### src/rtl/sram_bridge_32to16_if.sv
// sram_bridge_32to16_if: CPU-side word port and SRAM-controller half-word port
// of the 32-to-16 bridge. "slave" is the bridge's view; "master" is the
// environment (CPU plus SRAM controller) view.
interface sram_bridge_32to16_if;
  logic        cpu_req;
  logic        cpu_wen;
  logic [8:0]  cpu_addr;
  logic [3:0]  cpu_be;
  logic [31:0] cpu_wdata;
  logic [31:0] cpu_rdata;
  logic        cpu_ready;
  logic        sram_ce;
  logic        sram_wren;
  logic [9:0]  sram_addr;
  logic [1:0]  sram_byteena;
  logic [15:0] sram_wdata;
  logic [15:0] sram_rdata;
  logic        sram_wait;

  modport slave (
    input  cpu_req, cpu_wen, cpu_addr, cpu_be, cpu_wdata, sram_rdata, sram_wait,
    output cpu_rdata, cpu_ready, sram_ce, sram_wren, sram_addr, sram_byteena, sram_wdata
  );

  modport master (
    output cpu_req, cpu_wen, cpu_addr, cpu_be, cpu_wdata, sram_rdata, sram_wait,
    input  cpu_rdata, cpu_ready, sram_ce, sram_wren, sram_addr, sram_byteena, sram_wdata
  );
endinterface

### src/rtl/sram_bridge_32to16.sv
// sram_bridge_32to16: splits each latched 32-bit CPU word request into two
// 16-bit SRAM accesses (low half first), paced by sram_wait, and reassembles
// read data. Optional macro SRAM_BRIDGE_SKIP_EMPTY_HALF_EN skips write halves
// whose byte enables are all zero.
module sram_bridge_32to16 (
  input  logic                     clock,
  input  logic                     rst,
  sram_bridge_32to16_if.slave      bus
);

  typedef enum logic [3:0] {
    IDLE = 4'b0001,
    LO   = 4'b0010,
    HI   = 4'b0100,
    DONE = 4'b1000
  } state_t;

  state_t      state_q, state_d;
  logic        wen_q;
  logic [8:0]  addr_q;
  logic [3:0]  be_q;
  logic [31:0] wdata_q;
  logic [15:0] lo_q;
  logic [31:0] rdata_q;
  logic        half;

  // State register
  always_ff @(posedge clock or posedge rst) begin
    if (rst) state_q <= IDLE;
    else     state_q <= state_d;
  end

  // Next-state decode
  always_comb begin
    state_d = state_q;
    case (state_q)
      IDLE: begin
        if (bus.cpu_req) begin
`ifdef SRAM_BRIDGE_SKIP_EMPTY_HALF_EN
          if (bus.cpu_wen && (bus.cpu_be[1:0] == 2'b00))
            state_d = (bus.cpu_be[3:2] == 2'b00) ? DONE : HI;
          else
            state_d = LO;
`else
          state_d = LO;
`endif
        end
      end
      LO: begin
        if (!bus.sram_wait) begin
`ifdef SRAM_BRIDGE_SKIP_EMPTY_HALF_EN
          state_d = (wen_q && (be_q[3:2] == 2'b00)) ? DONE : HI;
`else
          state_d = HI;
`endif
        end
      end
      HI:      if (!bus.sram_wait) state_d = DONE;
      DONE:    state_d = IDLE;
      default: state_d = IDLE;
    endcase
  end

  // Request latch and read-data assembly; cpu_rdata only changes when a read completes
  always_ff @(posedge clock or posedge rst) begin
    if (rst) begin
      wen_q   <= 1'b0;
      addr_q  <= '0;
      be_q    <= '0;
      wdata_q <= '0;
      lo_q    <= '0;
      rdata_q <= '0;
    end else begin
      if ((state_q == IDLE) && bus.cpu_req) begin
        wen_q   <= bus.cpu_wen;
        addr_q  <= bus.cpu_addr;
        be_q    <= bus.cpu_be;
        wdata_q <= bus.cpu_wdata;
      end
      if ((state_q == LO) && !bus.sram_wait && !wen_q)
        lo_q <= bus.sram_rdata;
      if ((state_q == HI) && !bus.sram_wait && !wen_q)
        rdata_q <= {bus.sram_rdata, lo_q};
    end
  end

  // Outputs decoded from state and latched request
  always_comb begin
    half             = (state_q == HI);
    bus.sram_ce      = (state_q == LO) || (state_q == HI);
    bus.cpu_ready    = (state_q == DONE);
    bus.sram_wren    = wen_q;
    bus.sram_addr    = {addr_q, half};
    bus.sram_byteena = half ? be_q[3:2] : be_q[1:0];
    bus.sram_wdata   = half ? wdata_q[31:16] : wdata_q[15:0];
    bus.cpu_rdata    = rdata_q;
  end

endmodule

### src/flat_wrapper.sv
// flat-port wrapper written by rule: the top's interface ports become plain ports
module sram_bridge_32to16_flat 
  (clock, rst, bus_cpu_req, bus_cpu_wen, bus_cpu_addr, bus_cpu_be, bus_cpu_wdata, bus_sram_rdata, bus_sram_wait, bus_cpu_rdata, bus_cpu_ready, bus_sram_ce, bus_sram_wren, bus_sram_addr, bus_sram_byteena, bus_sram_wdata);
  sram_bridge_32to16_if bus_i ();
  input  logic clock;
  input  logic rst;
  input wire logic [$bits(bus_i.cpu_req)-1:0] bus_cpu_req;
  input wire logic [$bits(bus_i.cpu_wen)-1:0] bus_cpu_wen;
  input wire logic [$bits(bus_i.cpu_addr)-1:0] bus_cpu_addr;
  input wire logic [$bits(bus_i.cpu_be)-1:0] bus_cpu_be;
  input wire logic [$bits(bus_i.cpu_wdata)-1:0] bus_cpu_wdata;
  input wire logic [$bits(bus_i.sram_rdata)-1:0] bus_sram_rdata;
  input wire logic [$bits(bus_i.sram_wait)-1:0] bus_sram_wait;
  output wire logic [$bits(bus_i.cpu_rdata)-1:0] bus_cpu_rdata;
  output wire logic [$bits(bus_i.cpu_ready)-1:0] bus_cpu_ready;
  output wire logic [$bits(bus_i.sram_ce)-1:0] bus_sram_ce;
  output wire logic [$bits(bus_i.sram_wren)-1:0] bus_sram_wren;
  output wire logic [$bits(bus_i.sram_addr)-1:0] bus_sram_addr;
  output wire logic [$bits(bus_i.sram_byteena)-1:0] bus_sram_byteena;
  output wire logic [$bits(bus_i.sram_wdata)-1:0] bus_sram_wdata;
  assign bus_i.cpu_req = bus_cpu_req;
  assign bus_i.cpu_wen = bus_cpu_wen;
  assign bus_i.cpu_addr = bus_cpu_addr;
  assign bus_i.cpu_be = bus_cpu_be;
  assign bus_i.cpu_wdata = bus_cpu_wdata;
  assign bus_i.sram_rdata = bus_sram_rdata;
  assign bus_i.sram_wait = bus_sram_wait;
  assign bus_cpu_rdata = bus_i.cpu_rdata;
  assign bus_cpu_ready = bus_i.cpu_ready;
  assign bus_sram_ce = bus_i.sram_ce;
  assign bus_sram_wren = bus_i.sram_wren;
  assign bus_sram_addr = bus_i.sram_addr;
  assign bus_sram_byteena = bus_i.sram_byteena;
  assign bus_sram_wdata = bus_i.sram_wdata;
  sram_bridge_32to16 u_core (.clock(clock), .rst(rst), .bus(bus_i));
endmodule
### config.mk
export PLATFORM = sky130hd
export DESIGN_NAME = sram_bridge_32to16_flat
export DESIGN_NICKNAME = d
export VERILOG_FILES = /design/src/rtl/sram_bridge_32to16_if.sv /design/src/rtl/sram_bridge_32to16.sv /design/src/flat_wrapper.sv
export SDC_FILE = /design/constraint.sdc
export NUM_CORES = 1
export LEC_CHECK = 0
export ABC_AREA = 1
export CAP_MARGIN = 20
export CORE_MARGIN = 10
export CORE_UTILIZATION = 42
export DETAILED_ROUTE_END_ITERATION = 7
export GPL_TIMING_DRIVEN = 0
export PLACE_DENSITY = 0.73
export SYNTH_ARGS = -nofsm -noshare
export SYNTH_HDL_FRONTEND = slang
export SYNTH_SLANG_ARGS = --single-unit
export TNS_END_PERCENT = 50
### constraint.sdc
create_clock -name clock -period 5 [get_ports clock]
set_clock_uncertainty 0.2 [all_clocks]
set_input_delay 0.75 -clock clock [delete_from_list [all_inputs] [get_ports clock]]
set_output_delay 0.75 -clock clock [all_outputs]
set_load 0.01 [all_outputs]
==> impl_metrics.json <==
{
  "avgSynthCellArea_um2": 8.56,
  "cts_sinks": 98,
  "endpoint_kind": "output pin",
  "ys_seq_elements": 98,
  "layout-drive-gt1-share_pct": 8.80,
  "cts_hold_buf": 0,
  "final_util_pct": 61.0,
  "die_h_um": 121,
  "worstPathRequired_ps": 4050,
  "cts-htree-levels": 3,
  "slew_headroom_pct": 61.4,
  "num_vias": 4094,
  "tritoncts": "done",
  "synth_cells": 504,
  "tns_ps": 0,
  "num_antenna_cells": 0,
  "nNetsFinal": 710,
  "cp_max_fo": 10,
  "path_clk_slew_ps": 90,
  "stdcell_count": 781,
  "min_path_type": "flop to flop",
  "grt_remaining_overflow": 0,
  "leakagePower_nw": 3.01,
  "worstPathArrival_ps": 2300,
  "vdd_drop_max_mv": 0.283,
  "ys_types": 19,
  "port_buffers": 128,
  "hold_start": "u_core.wdata_q[28]$_DFFE_PP0P_",
  "placed_cells": 766,
  "drtIter0Drc": 260,
  "reg2reg_slack_ps": 3240,
  "startpoint": "u_core.state_q[0]$_DFFE_PP1P_",
  "die-area_um2": 14700,
  "final_common_cell": "nand2_1",
  "whs_ps": 278,
  "place_hpwl_mm": 10.1,
  "grt_pass1_vias": 4216,
  "worst_r2r_startpoint": "u_core.state_q[0]$_DFFE_PP1P_",
  "antenna_found_initial": 0,
  "pwr_density_cell_nw_per_um2": 575,
  "drc": 0,
  "rsz0062_at_grt": "no",
  "pin_count": 129,
  "wirelength_mm": 13.4,
  "final.min_clock_period_ps": 3250,
  "cts_made_buffers": 9,
  "post-route-period-util_pct": 64.9,
  "total_power_mw": 3.48,
  "slew_violations": 0,
  "core_um2": 9910,
  "outcome": "finished clean",
  "ff2ff_path_depth": 7,
  "critical_path_class": "flop to output pin",
  "wl_per_cell_um": 17.1,
  "netlist_area_um2": 4320,
  "hold_viol_final": 0,
  "gp_congestion": 0.894,
  "yosysWarnings": 0,
  "critPathCapture": "bus_sram_wdata[14]",
  "seq_area_frac_synth_pct": 56.8,
  "post_cts_buffers": 0,
  "maxCapViolCount": 0,
  "root_buffer": "clkbuf_8",
  "cts_resized": 0,
  "layout_common_cells": "nand2_1 (248), clkdlybuf4s50_1 (128), dfrtp_1 (97), nand4_1 (94), buf_2 (25)",
  "syn_nets": 570,
  "cts_buffer_depth": 2,
  "rows": 36,
  "viasPerCell": 5.24,
  "final_antenna_net_count": 0,
  "finalSetupViolations": 0,
  "first_pass_iters": 4,
  "dieWidth_um": 121,
  "grt_start_max_net_pins": 55,
  "grt_pass1_wl_mm": 21.4,
  "critical_path.startpoint_type": "flop",
  "r2r-end": "u_core.wdata_q[20]$_DFFE_PP0P_",
  "syn_to_final_growth_pct": 40.1,
  "start_util_pct": 43.6,
  "timing.fmax_mhz": 308,
  "grt.total_usage_pct": 18.0,
  "worst_pin_slew_ps": 580,
  "insertion_delay_ps": 360
}
-- worst min path at each step --
stage / end / slack [ps] / cells past startpoint
detailed placement: u_core.wdata_q[3]$_DFFE_PP0P_ / 260 / 2
CTS: u_core.wdata_q[28]$_DFFE_PP0P_ / 280 / 2
global route: u_core.wdata_q[3]$_DFFE_PP0P_ / 300 / 2
global placement: u_core.addr_q[5]$_DFFE_PP0P_ / 250 / 2
floorplan: u_core.be_q[0]$_DFFE_PP0P_ / 240 / 2
finish: u_core.wdata_q[28]$_DFFE_PP0P_ / 280 / 2
-- report_power, final --
part | internal [mW] | switching (mW)
Sequential | 1.13 | 0.209
Clock | 0.380 | 0.267
Combinational | 0.676 | 0.817
-- area by class of cell --
class,instances,area [um^2]
clock inverters,5,128
clock buffers,10,128
plain buffers,42,211
inverters,5,21.3
multi-input cells,359,1630
fillers,904,3860
flip-flops and latches,98,2450
well taps,133,166
repair buffers,129,1310
-- registers in the layout, indices dropped and copies added (netlist names) --
name,flops
u_core.bus.sram_wren,1
u_core.addr_q,9
u_core.state_q,4
u_core.lo_q,16
u_core.bus.cpu_rdata,32
u_core.be_q,4
u_core.wdata_q,32
-- cell usage after synthesis, drive strengths merged --
master	n	area share [%]
nand2	249	22
dfrtp	97	56
nand4	94	14
buf	32	4.0
clkbuf	10	0.87
nor2	8	1.4
nand3	6	0.81
inv	5	0.43
dfstp	1	0.61
nand3b	1	0.17
o21ai	1	0.12
-- stage by stage --
step	setup WS [ps]	cell area, um^2
final	1750	6050
after global routing	1580	6050
after CTS	1730	6050
after detailed placement	2140	5790
after global placement	55.6	5760
after floorplan	1490	4320
-- cell families (layout without fill, tap and decap cells) --
group	after synthesis	count (layout)	synth area share, %
buf+inv	47	191	5.33
compound gates	1	1	0.116
flops	98	98	56.8
simple gates	358	358	37.7
-- worst max-delay path: stages, from the launching register on --
cell	delay (ps)
dfstp_2	590
nor2_2	100
nand2_2	110
clkbuf_1	380
nand2_1	120
nand2_1	100
clkdlybuf4s50_1	540
-- routing by layer --
| metal | wire (um) | up-vias | GRT usage, % |
|---|---|---|---|
| met5 | 0 | - | 0 |
| met4 | 233 | 0 | 6.04 |
| met3 | 1110 | 20 | 5.26 |
| met2 | 6580 | 176 | 30.5 |
| met1 | 5470 | 1940 | 21.2 |
| li1 | - | 1958 | - |
No activity file was read; power rests on OpenSTA's default activity.
